`src/rtl/ps2_keyboard_receiver_pkg.sv`:
```
// Shared definitions for the PS/2 keyboard receiver: FSM states,
// prefix codes, frame geometry and the frame validity check.
package ps2_keyboard_receiver_pkg;

  typedef enum logic [1:0] {
    PS2_IDLE    = 2'd0,
    PS2_RECEIVE = 2'd1,
    PS2_CHECK   = 2'd2
  } ps2_state_t;

  localparam logic [7:0] PS2_PREFIX_EXT   = 8'hE0;
  localparam logic [7:0] PS2_PREFIX_BREAK = 8'hF0;
  localparam int         PS2_FRAME_BITS   = 11;

  // Start bit low, stop bit high, odd parity over data+parity bits.
  function automatic logic frameValid(input logic [PS2_FRAME_BITS-1:0] frame);
    return (frame[0] == 1'b0) && (frame[10] == 1'b1) && (^frame[9:1] == 1'b1);
  endfunction

  // Data byte sits between the start bit and the parity bit.
  function automatic logic [7:0] frameCode(input logic [PS2_FRAME_BITS-1:0] frame);
    return frame[8:1];
  endfunction

endpackage

```
`src/rtl/ps2_keyboard_receiver_line_synchronizer.sv`:
```
// Two-flop synchronizer for an asynchronous PS/2 line, plus a registered
// one-cycle falling-edge strobe. Flops reset to the idle-high line level.
module ps2_line_synchronizer (
  input  logic Clock,
  input  logic Reset,
  input  logic iLine,
  output logic oSync,
  output logic oFall
);

  logic [1:0] syncReg;
  logic       prevReg;

  // Synchronize, remember the previous synced level, register the fall strobe.
  always_ff @(posedge Clock) begin
    if (Reset) begin
      syncReg <= 2'b11;
      prevReg <= 1'b1;
      oFall   <= 1'b0;
    end else begin
      syncReg <= {syncReg[0], iLine};
      prevReg <= syncReg[1];
      oFall   <= prevReg & ~syncReg[1];
    end
  end

  assign oSync = syncReg[1];

endmodule

```
`src/rtl/ps2_keyboard_receiver.sv`:
```
// PS/2 keyboard receiver: deframes 11-bit frames, validates them, folds the
// E0/F0 prefixes into flags and presents one event per key action through a
// ready/acknowledge holding register.
module ps2_keyboard_receiver
  import ps2_keyboard_receiver_pkg::*;
#(
  parameter int TIMEOUT_CYCLES = 100000,
  parameter int TIMEOUT_WIDTH  = 17
) (
  input  logic       Clock,
  input  logic       Reset,
  input  logic       iPS2_Clock,
  input  logic       iPS2_Data,
  output logic [7:0] oScanCode,
  output logic       oExtended,
  output logic       oBreak,
  output logic       oDataReady,
  input  logic       iDataReceived,
  output logic       oFrameError,
  output logic       oOverrun
);

  logic                      ps2Fall;
  logic                      ps2ClockSync;
  logic [1:0]                dataSyncReg;
  logic                      dataSync;
  ps2_state_t                state;
  logic [3:0]                bitCount;
  logic [PS2_FRAME_BITS-1:0] shiftReg;
  logic [TIMEOUT_WIDTH-1:0]  timeoutCnt;
  logic                      extPending;
  logic                      brkPending;
  logic                      holdFree;

  ps2_line_synchronizer uClockSync (
    .Clock (Clock),
    .Reset (Reset),
    .iLine (iPS2_Clock),
    .oSync (ps2ClockSync),
    .oFall (ps2Fall)
  );

  // Data line needs only the synchronized level, no edge detection.
  always_ff @(posedge Clock) begin
    if (Reset) dataSyncReg <= 2'b11;
    else       dataSyncReg <= {dataSyncReg[0], iPS2_Data};
  end

  assign dataSync = dataSyncReg[1];

  // Holding register can take a new code if empty or being acknowledged now.
  assign holdFree = ~oDataReady | iDataReceived;

  // Frame FSM, timeout, prefix tracking and the output holding register.
  always_ff @(posedge Clock) begin
    if (Reset) begin
      state       <= PS2_IDLE;
      bitCount    <= 4'd0;
      shiftReg    <= '0;
      timeoutCnt  <= '0;
      extPending  <= 1'b0;
      brkPending  <= 1'b0;
      oScanCode   <= 8'h00;
      oExtended   <= 1'b0;
      oBreak      <= 1'b0;
      oDataReady  <= 1'b0;
      oFrameError <= 1'b0;
      oOverrun    <= 1'b0;
    end else begin
      oFrameError <= 1'b0;
      oOverrun    <= 1'b0;
      if (oDataReady && iDataReceived) oDataReady <= 1'b0;

      case (state)
        PS2_IDLE: begin
          timeoutCnt <= '0;
          if (ps2Fall) begin
            shiftReg <= {dataSync, shiftReg[PS2_FRAME_BITS-1:1]};
            bitCount <= 4'd1;
            state    <= PS2_RECEIVE;
          end
        end

        PS2_RECEIVE: begin
          if (ps2Fall) begin
            shiftReg   <= {dataSync, shiftReg[PS2_FRAME_BITS-1:1]};
            bitCount   <= bitCount + 4'd1;
            timeoutCnt <= '0;
            if (bitCount == 4'(PS2_FRAME_BITS - 1)) state <= PS2_CHECK;
          end else if (timeoutCnt == TIMEOUT_WIDTH'(TIMEOUT_CYCLES)) begin
            // Keyboard stalled mid-frame: discard the partial frame.
            oFrameError <= 1'b1;
            bitCount    <= 4'd0;
            timeoutCnt  <= '0;
            extPending  <= 1'b0;
            brkPending  <= 1'b0;
            state       <= PS2_IDLE;
          end else begin
            timeoutCnt <= timeoutCnt + TIMEOUT_WIDTH'(1);
          end
        end

        PS2_CHECK: begin
          state    <= PS2_IDLE;
          bitCount <= 4'd0;
          if (!frameValid(shiftReg)) begin
            // A corrupt frame may have been the code a prefix belonged to.
            oFrameError <= 1'b1;
            extPending  <= 1'b0;
            brkPending  <= 1'b0;
          end else if (frameCode(shiftReg) == PS2_PREFIX_EXT) begin
            extPending <= 1'b1;
          end else if (frameCode(shiftReg) == PS2_PREFIX_BREAK) begin
            brkPending <= 1'b1;
          end else begin
            extPending <= 1'b0;
            brkPending <= 1'b0;
            if (holdFree) begin
              oScanCode  <= frameCode(shiftReg);
              oExtended  <= extPending;
              oBreak     <= brkPending;
              oDataReady <= 1'b1;
            end else begin
              oOverrun <= 1'b1;
            end
          end
        end

        default: begin
          state    <= PS2_IDLE;
          bitCount <= 4'd0;
        end
      endcase
    end
  end

endmodule

```
`config.mk`:
```
export PLATFORM = sky130hd
export DESIGN_NAME = ps2_keyboard_receiver
export DESIGN_NICKNAME = d
export VERILOG_FILES = /design/src/rtl/ps2_keyboard_receiver_pkg.sv /design/src/rtl/ps2_keyboard_receiver_line_synchronizer.sv /design/src/rtl/ps2_keyboard_receiver.sv
export SDC_FILE = /design/constraint.sdc
export NUM_CORES = 1
export LEC_CHECK = 0
export ABC_AREA = 1
export CAP_MARGIN = 15
export CELL_PAD_IN_SITES_DETAIL_PLACEMENT = 0
export CELL_PAD_IN_SITES_GLOBAL_PLACEMENT = 1
export CORE_MARGIN = 4
export CORE_UTILIZATION = 40
export CTS_BUF_LIST = sky130_fd_sc_hd__clkbuf_2
export CTS_CLUSTER_DIAMETER = 200
export DETAILED_ROUTE_END_ITERATION = 8
export PLACE_DENSITY_LB_ADDON = 0.08
export SLEW_MARGIN = 5
export SYNTH_ARGS = -nofsm -noshare
export SYNTH_HDL_FRONTEND = slang
export SYNTH_SLANG_ARGS = --single-unit
```
`constraint.sdc`:
```
create_clock -name Clock -period 3.3 [get_ports Clock]
set_clock_uncertainty 0.2 [all_clocks]
set_input_delay 0.99 -clock Clock [delete_from_list [all_inputs] [get_ports Clock]]
set_output_delay 0.99 -clock Clock [all_outputs]
set_load 0.005 [all_outputs]
```
==> impl_metrics.py, run 1 <==
metrics = {
    "worst_setup_path": {
        "worstPathCellList": "clkdlybuf4s50_1",
        "critical_path.max_stage_delay_ns": 0.51,
        "worstReg2RegStart": "shiftReg[5]$_SDFFE_PP0P_",
        "cp-startpoint": "oFrameError$_SDFF_PP0_",
        "crit_path_start_kind": "flop",
        "critical_path_peak_fanout": 1,
        "crit_type": "flop to output port",
        "critPathRequiredTime_ns": 2.11,
        "kind_of_capture_point_of_the_worst_setup_path": "output port",
        "family_with_the_most_delay_on_the_worst_path": "buffers and inverters",
        "cp_num_buf_inv": 1,
        "critical_path.slowest_cell": "sky130_fd_sc_hd__clkdlybuf4s50_1",
        "cp_data_arrival_time_ns": 1.36,
    },
    "timing": {
        "finalHoldViolations": 0,
        "tightest_slew_ns": 0.684,
        "rsz_0062_raised_after_global_routing": "no",
        "setup_viol": 0,
        "final_max_slew_viol_count": 0,
        "post-route-min-period_ns": 2.55,
        "period_share_pct": 77.4,
        "max_slew_margin_pct": 54.4,
        "achievable-frequency_mhz": 391,
        "timing.setup.tns_ns": 0,
    },
    "route": {
        "post_drt_via_cell_ratio": 4.83,
        "drt_iter0_drc": 77,
        "total_drc_errors_in_the_routed_layout": 0,
        "detailedRoute.firstPassIterationCount": 4,
        "via_count": 2139,
        "detailed_route_wl_um": 5320,
        "routedWlPerCell_um": 12.0,
        "antenna_left": 0,
    },
    "global_route": {
        "initial_antenna_violation_count": 0,
        "pin_count_of_the_biggest_net_entering_global_routing": 28,
        "first_global_vias": 2036,
        "first_pass_grt_wire_length_um": 9390,
        "grt.total_usage_pct": 15.1,
        "grt_overflow": 0,
    },
    "layout": {
        "ratio_of_cells_with_drive_above_1_in_the_final_layout_pct": 10.4,
        "flow.area_growth_from_synthesis_pct": 10.1,
        "design.final.nets": 382,
        "layout.filler_cells": 683,
        "non_filler_cell_area_final_mm2": 0.00290,
        "insertedDiodeCount": 0,
    },
    "synthesis": {
        "synth.avg_cell_area_um2": 7.58,
        "synth.most_common_cell": "sky130_fd_sc_hd__dfxtp_1",
        "synth.ff_latch_count": 55,
        "synth.top_cells.by_area": "sky130_fd_sc_hd__dfxtp_1 42%, sky130_fd_sc_hd__nand2_1 7.3%, sky130_fd_sc_hd__nor2_1 6.8%, sky130_fd_sc_hd__ha_1 5.7%, sky130_fd_sc_hd__inv_1 5.7%",
        "async_flop_share_pct": 0,
        "netlist_instances": 348,
        "synthXorXnorAreaFrac_pct": 2.66,
        "ys_top_cells_by_count": "55 x sky130_fd_sc_hd__dfxtp_1, 51 x sky130_fd_sc_hd__nand2_1, 48 x sky130_fd_sc_hd__nor2_1",
        "ys_warn_count": 0,
        "muxShareOfSynthArea_pct": 0,
        "number_of_synthesized_flops_with_an_enable_pin": 0,
        "synth_flop_cell": "sky130_fd_sc_hd__dfxtp_1",
        "synthDominantCellAreaShare_pct": 41.8,
        "netlist_area_mm2": 0.00264,
        "synth_area_in_simple_gates_pct": 32.5,
        "post_synth_net_total": 365,
        "synth_top_family_by_area": "simple AND/OR/NAND/NOR gates",
        "synth_largest_area_cell": "sky130_fd_sc_hd__dfxtp_1",
        "synth_compound_area_share_pct": 8.88,
        "yosys.area_share.adder_pct": 5.70,
        "yosys.cell_types.count": 35,
        "yosysSeqAreaShare_pct": 41.8,
    },
    "floorplan": {
        "design.core.area_mm2": 0.00639,
        "die_x_um": 89.2,
        "die_h_um": 89.2,
        "num_rows": 29,
        "floorplan.io_pins": 18,
        "floorplan.die_area_mm2": 0.00795,
        "initial_cell_density_of_the_core_pct": 41.3,
    },
    "clock_network": {
        "count_of_cells_resized_by_post_cts_repair": 0,
        "clock_tree.root_cell": "sky130_fd_sc_hd__clkbuf_2",
        "cts_hold_buffers": 0,
        "cts.htree.levels": 2,
        "cts.path.max_buffers": 2,
        "path_clk_slew_ns": 0.27,
        "clock_tree_from_tritoncts": "built",
        "post-cts-setup-buffers": 0,
        "clock-sinks": 55,
        "numCtsBuffers": 5,
        "clk_latency_ns": 0.44,
    },
    "placed_design": {
        "hpwlAfterDp_um": 3970,
        "place.gp.congestion": 0.742,
        "io_buffer_count": 17,
        "placedInstanceArea_mm2": 0.00286,
    },
    "run": {
        "maxCapViolCount": 0,
    },
    "pwr": {
        "power_per_cell_area_mw_per_mm2": 381,
        "leakage_uw": 0.00111,
        "worst_ir_drop_vdd_mv": 0.149,
    },
    "status": {
        "outcome": "finished, final reports clean",
    },
    "min_path": {
        "min-delay-start": "uClockSync.prevReg$_SDFF_PP1_",
        "min_path_type": "flop to flop",
    },
}
[where the power goes]
group          internal, uW  switching (uW)  leakage, uW
sequential              686            11.8     0.000445
clock                  47.2             212    0.0000241
combinational          49.2             100     0.000636
[state kept, by name, summed over array words and instances (netlist names), 2 cells and up]
register            cells
timeoutCnt             17
shiftReg               11
oScanCode               8
bitCount                4
dataSyncReg             2
state                   2
uClockSync.syncReg      2
[final cells by class]
type	instances	area (um2)	share of cell area (%)
clock buffers	5	25.0	0.862
repair buffers	19	185	6.38
well taps	77	96.3	3.32
flip-flops and latches	55	1100	37.9
inverters	44	170	5.86
clock inverters	3	15.0	0.517
multi-input cells	240	1310	45.1
[path summary, 6_finish.rpt]
path	to	cells past startpoint	slack [ns]
worst min-delay path	uClockSync.oFall$_SDFF_PP0_	2	0.23
worst min register to register	uClockSync.oFall$_SDFF_PP0_	2	0.23
worst max register to register	oScanCode[4]$_SDFFE_PP0P_	12	0.80
worst max-delay path	oFrameError	1	0.75
[per-stage QoR]
step | power (uW) | hold slack (ns) | cells | util (%) | worst slack [ns]
floorplan | 831 | 0.189 | 348 | - | 1.36
global placement | 862 | 0.191 | 435 | 44.8 | 0.837
detailed placement | 861 | 0.200 | 435 | 44.8 | 0.811
CTS | 1130 | 0.231 | 443 | 45.5 | 0.690
global route | 1180 | 0.253 | 443 | 45.5 | 0.498
finish | 1110 | 0.229 | 443 | 45.5 | 0.746
[routing by layer]
layer / share of wire (%) / GRT usage, % / up-vias / wire length (um)
met5: 0 / 0 / - / 0
met4: 1.2 / 4.19 / 0 / 65
met3: 4.4 / 3.04 / 6 / 233
met2: 41 / 22.4 / 27 / 2170
met1: 53 / 22.1 / 944 / 2840
li1: - / - / 1162 / -
[cell usage in the layout (no fill, tap or decap), types with 4 or more instances in the layout]
| cell type | n |
|---|---|
| sky130_fd_sc_hd__inv_1 | 40 |
| sky130_fd_sc_hd__or2_2 | 8 |
| sky130_fd_sc_hd__nand3_1 | 29 |
| sky130_fd_sc_hd__nor2_2 | 4 |
| sky130_fd_sc_hd__a21oi_1 | 27 |
| sky130_fd_sc_hd__nor3_1 | 8 |
| sky130_fd_sc_hd__o21ai_0 | 14 |
| sky130_fd_sc_hd__ha_1 | 12 |
| sky130_fd_sc_hd__clkdlybuf4s50_1 | 17 |
| sky130_fd_sc_hd__clkbuf_2 | 5 |
| sky130_fd_sc_hd__xor2_1 | 5 |
| sky130_fd_sc_hd__nand4_1 | 11 |
| sky130_fd_sc_hd__nand2_1 | 51 |
| sky130_fd_sc_hd__nor2_1 | 48 |
| sky130_fd_sc_hd__nand2_2 | 4 |
| sky130_fd_sc_hd__dfxtp_1 | 55 |
[cells by family after synthesis]
kind of cell	Yosys count
and+or+nand+nor	175
DFF	55
buffers and inverters	53
AOI/OAI and AO/OA	45
adders and majority gates	12
xor gates and xnor gates	8
(Power assumes the default switching activity.)
==> inputs of run 2 (changes only) <==
==> constraint.sdc (replaced) <==
create_clock -name Clock -period 2.66 [get_ports Clock]
set_clock_uncertainty 0.2 [all_clocks]
set_input_delay 0.798 -clock Clock [delete_from_list [all_inputs] [get_ports Clock]]
set_output_delay 0.798 -clock Clock [all_outputs]
set_load 0.005 [all_outputs]
==> run 2 against run 1 <==
  * Register-to-register slack got worse by 0.44 ns
  * Routed wire length decreased by 0.55%
  * Critical path depth is the same
  * Sequential power rose by 24%
  * Largest cell class unchanged
  * Largest power group unchanged
==> impl_metrics.py, run 2 (synthesized netlist as in run 1, its figures left out) <==
metrics = {
    "clock_network": {
        "clock-sinks": 55,
        "path_clk_slew_ns": 0.30,
        "clock_tree.root_cell": "sky130_fd_sc_hd__clkbuf_2",
        "cts.path.max_buffers": 2,
        "numCtsBuffers": 5,
        "clock_tree_from_tritoncts": "built",
        "count_of_cells_resized_by_post_cts_repair": 0,
        "cts_hold_buffers": 0,
        "cts.htree.levels": 2,
        "post-cts-setup-buffers": 0,
        "clk_latency_ns": 0.46,
    },
    "placed_design": {
        "hpwlAfterDp_um": 3920,
        "place.gp.congestion": 0.735,
        "placedInstanceArea_mm2": 0.00289,
        "placement.setup.worst_slack_ns": 0.425,
        "io_buffer_count": 17,
    },
    "timing": {
        "achievable-frequency_mhz": 422,
        "rsz_0062_raised_after_global_routing": "no",
        "period_share_pct": 89.1,
        "setup_viol": 0,
        "post-route-min-period_ns": 2.37,
        "whs_ns": 0.225,
        "max_slew_margin_pct": 72.3,
        "final_max_slew_viol_count": 0,
        "final.setup.worst_slack_ns": 0.290,
        "timing.setup.tns_ns": 0,
        "finalHoldViolations": 0,
        "tightest_slew_ns": 0.414,
    },
    "route": {
        "post_drt_via_cell_ratio": 4.78,
        "total_drc_errors_in_the_routed_layout": 0,
        "detailedRoute.firstPassIterationCount": 4,
        "routedWlPerCell_um": 11.9,
        "drt_iter0_drc": 74,
        "antenna_left": 0,
        "via_count": 2127,
        "detailed_route_wl_um": 5290,
    },
    "worst_setup_path": {
        "crit_path_start_kind": "flop",
        "kind_of_capture_point_of_the_worst_setup_path": "output port",
        "crit_type": "flop to output port",
        "crit_cells": 1,
        "critical_path.max_stage_delay_ns": 0.50,
        "cp-startpoint": "oScanCode[7]$_SDFFE_PP0P_",
        "critPathRequiredTime_ns": 1.66,
        "worstReg2RegStart": "shiftReg[5]$_SDFFE_PP0P_",
        "worst-r2r-setup-slack_ns": 0.36,
        "critical_path.slowest_cell": "sky130_fd_sc_hd__clkdlybuf4s50_1",
        "reg2reg_depth": 13,
        "critical_path_peak_fanout": 2,
        "crit_path_end": "oScanCode[7]",
        "cp_num_buf_inv": 1,
        "cp_data_arrival_time_ns": 1.37,
        "rr_endpoint": "oScanCode[7]$_SDFFE_PP0P_",
        "family_with_the_most_delay_on_the_worst_path": "buffers and inverters",
        "worstPathCellList": "clkdlybuf4s50_1",
    },
    "layout": {
        "non_filler_cell_area_final_mm2": 0.00296,
        "ff_latch_area_mm2": 0.00110,
        "design.final.nets": 384,
        "largest_register": "timeoutCnt",
        "insertedDiodeCount": 0,
        "layout.filler_cells": 692,
        "flow.area_growth_from_synthesis_pct": 12.2,
        "max_reg_flops": 17,
        "multiInputGateArea_mm2": 0.00131,
        "mostFrequentLayoutCell": "sky130_fd_sc_hd__dfxtp_1",
        "largest_registers": "timeoutCnt (17), shiftReg (11), oScanCode (8)",
        "layout_common_cells": "55 x sky130_fd_sc_hd__dfxtp_1, 51 x sky130_fd_sc_hd__nand2_1, 48 x sky130_fd_sc_hd__nor2_1",
        "ratio_of_cells_with_drive_above_1_in_the_final_layout_pct": 11.4,
    },
    "floorplan": {
        "die_x_um": 89.2,
        "die_h_um": 89.2,
        "design.core.area_mm2": 0.00639,
        "floorplan.io_pins": 18,
        "num_rows": 29,
        "floorplan.die_area_mm2": 0.00795,
        "initial_cell_density_of_the_core_pct": 41.3,
    },
    "global_route": {
        "first_global_vias": 1939,
        "grt_overflow": 0,
        "pin_count_of_the_biggest_net_entering_global_routing": 28,
        "initial_antenna_violation_count": 0,
        "grt.total_usage_pct": 14.9,
        "first_pass_grt_wire_length_um": 9230,
    },
    "pwr": {
        "power_per_cell_area_mw_per_mm2": 504,
        "worst_ir_drop_vdd_mv": 0.250,
        "leakage_uw": 0.00114,
    },
    "status": {
        "outcome": "finished, final reports clean",
    },
    "min_path": {
        "min_path_type": "flop to flop",
    },
    "run": {
        "maxCapViolCount": 0,
    },
}
==> run 2: cell types whose count changed in the layout (fill, tap and decap cells not counted) <==
cell                         before  now
sky130_fd_sc_hd__clkinv_1         2    0
sky130_fd_sc_hd__buf_12           0    1
sky130_fd_sc_hd__buf_4            2    3
sky130_fd_sc_hd__bufinv_16        0    1
sky130_fd_sc_hd__clkinv_2         0    1
sky130_fd_sc_hd__clkinv_4         0    1
sky130_fd_sc_hd__clkinvlp_4       1    0
==> run 2: through the flow <==
stage | instances | util [%] | total power [uW]
global route | 445 | 46.3 | 1580
detailed placement | 437 | 45.3 | 1070
finish | 445 | 46.3 | 1490
floorplan | 348 | - | 1030
global placement | 437 | 45.3 | 1070
CTS | 445 | 46.3 | 1510
==> run 2: where the power goes <==
| group | leakage, uW | internal, uW | switching, uW | total (uW) |
|---|---|---|---|---|
| clock | 0.0000429 | 159 | 276 | 435 |
| sequential | 0.000445 | 851 | 14.3 | 865 |
| combinational | 0.000652 | 63.6 | 127 | 190 |
==> run 2: how the worst min path moves through the flow <==
stage	from	to	slack (ns)	cells after the start
2_1_floorplan	dataSyncReg[0]$_SDFF_PP1_	dataSyncReg[1]$_SDFF_PP1_	0.19	1
3_3_place_gp	dataSyncReg[0]$_SDFF_PP1_	dataSyncReg[1]$_SDFF_PP1_	0.19	1
3_5_place_dp	dataSyncReg[0]$_SDFF_PP1_	dataSyncReg[1]$_SDFF_PP1_	0.19	1
4_1_cts	uClockSync.prevReg$_SDFF_PP1_	uClockSync.oFall$_SDFF_PP0_	0.23	2
5_1_grt	uClockSync.prevReg$_SDFF_PP1_	uClockSync.oFall$_SDFF_PP0_	0.26	2
6_report	uClockSync.prevReg$_SDFF_PP1_	uClockSync.oFall$_SDFF_PP0_	0.23	2
==> run 2: layer usage <==
metal	vias to the layer above	global-route usage, %	routed length [um]
li1	1162	-	-
met5	-	0	0
met4	0	4.06	57
met1	929	23.0	2980
met2	31	20.7	2090
met3	5	3.32	166
==> run 2: final cells by class <==
cell class	instances	share of cell area, %
Inverter	44	5.75
Clock buffer	5	0.846
Clock inverter	3	1.48
Timing Repair Buffer	21	7.19
Tap cell	77	3.26
Multi-Input combinational cell	240	44.3
Sequential cell	55	37.2
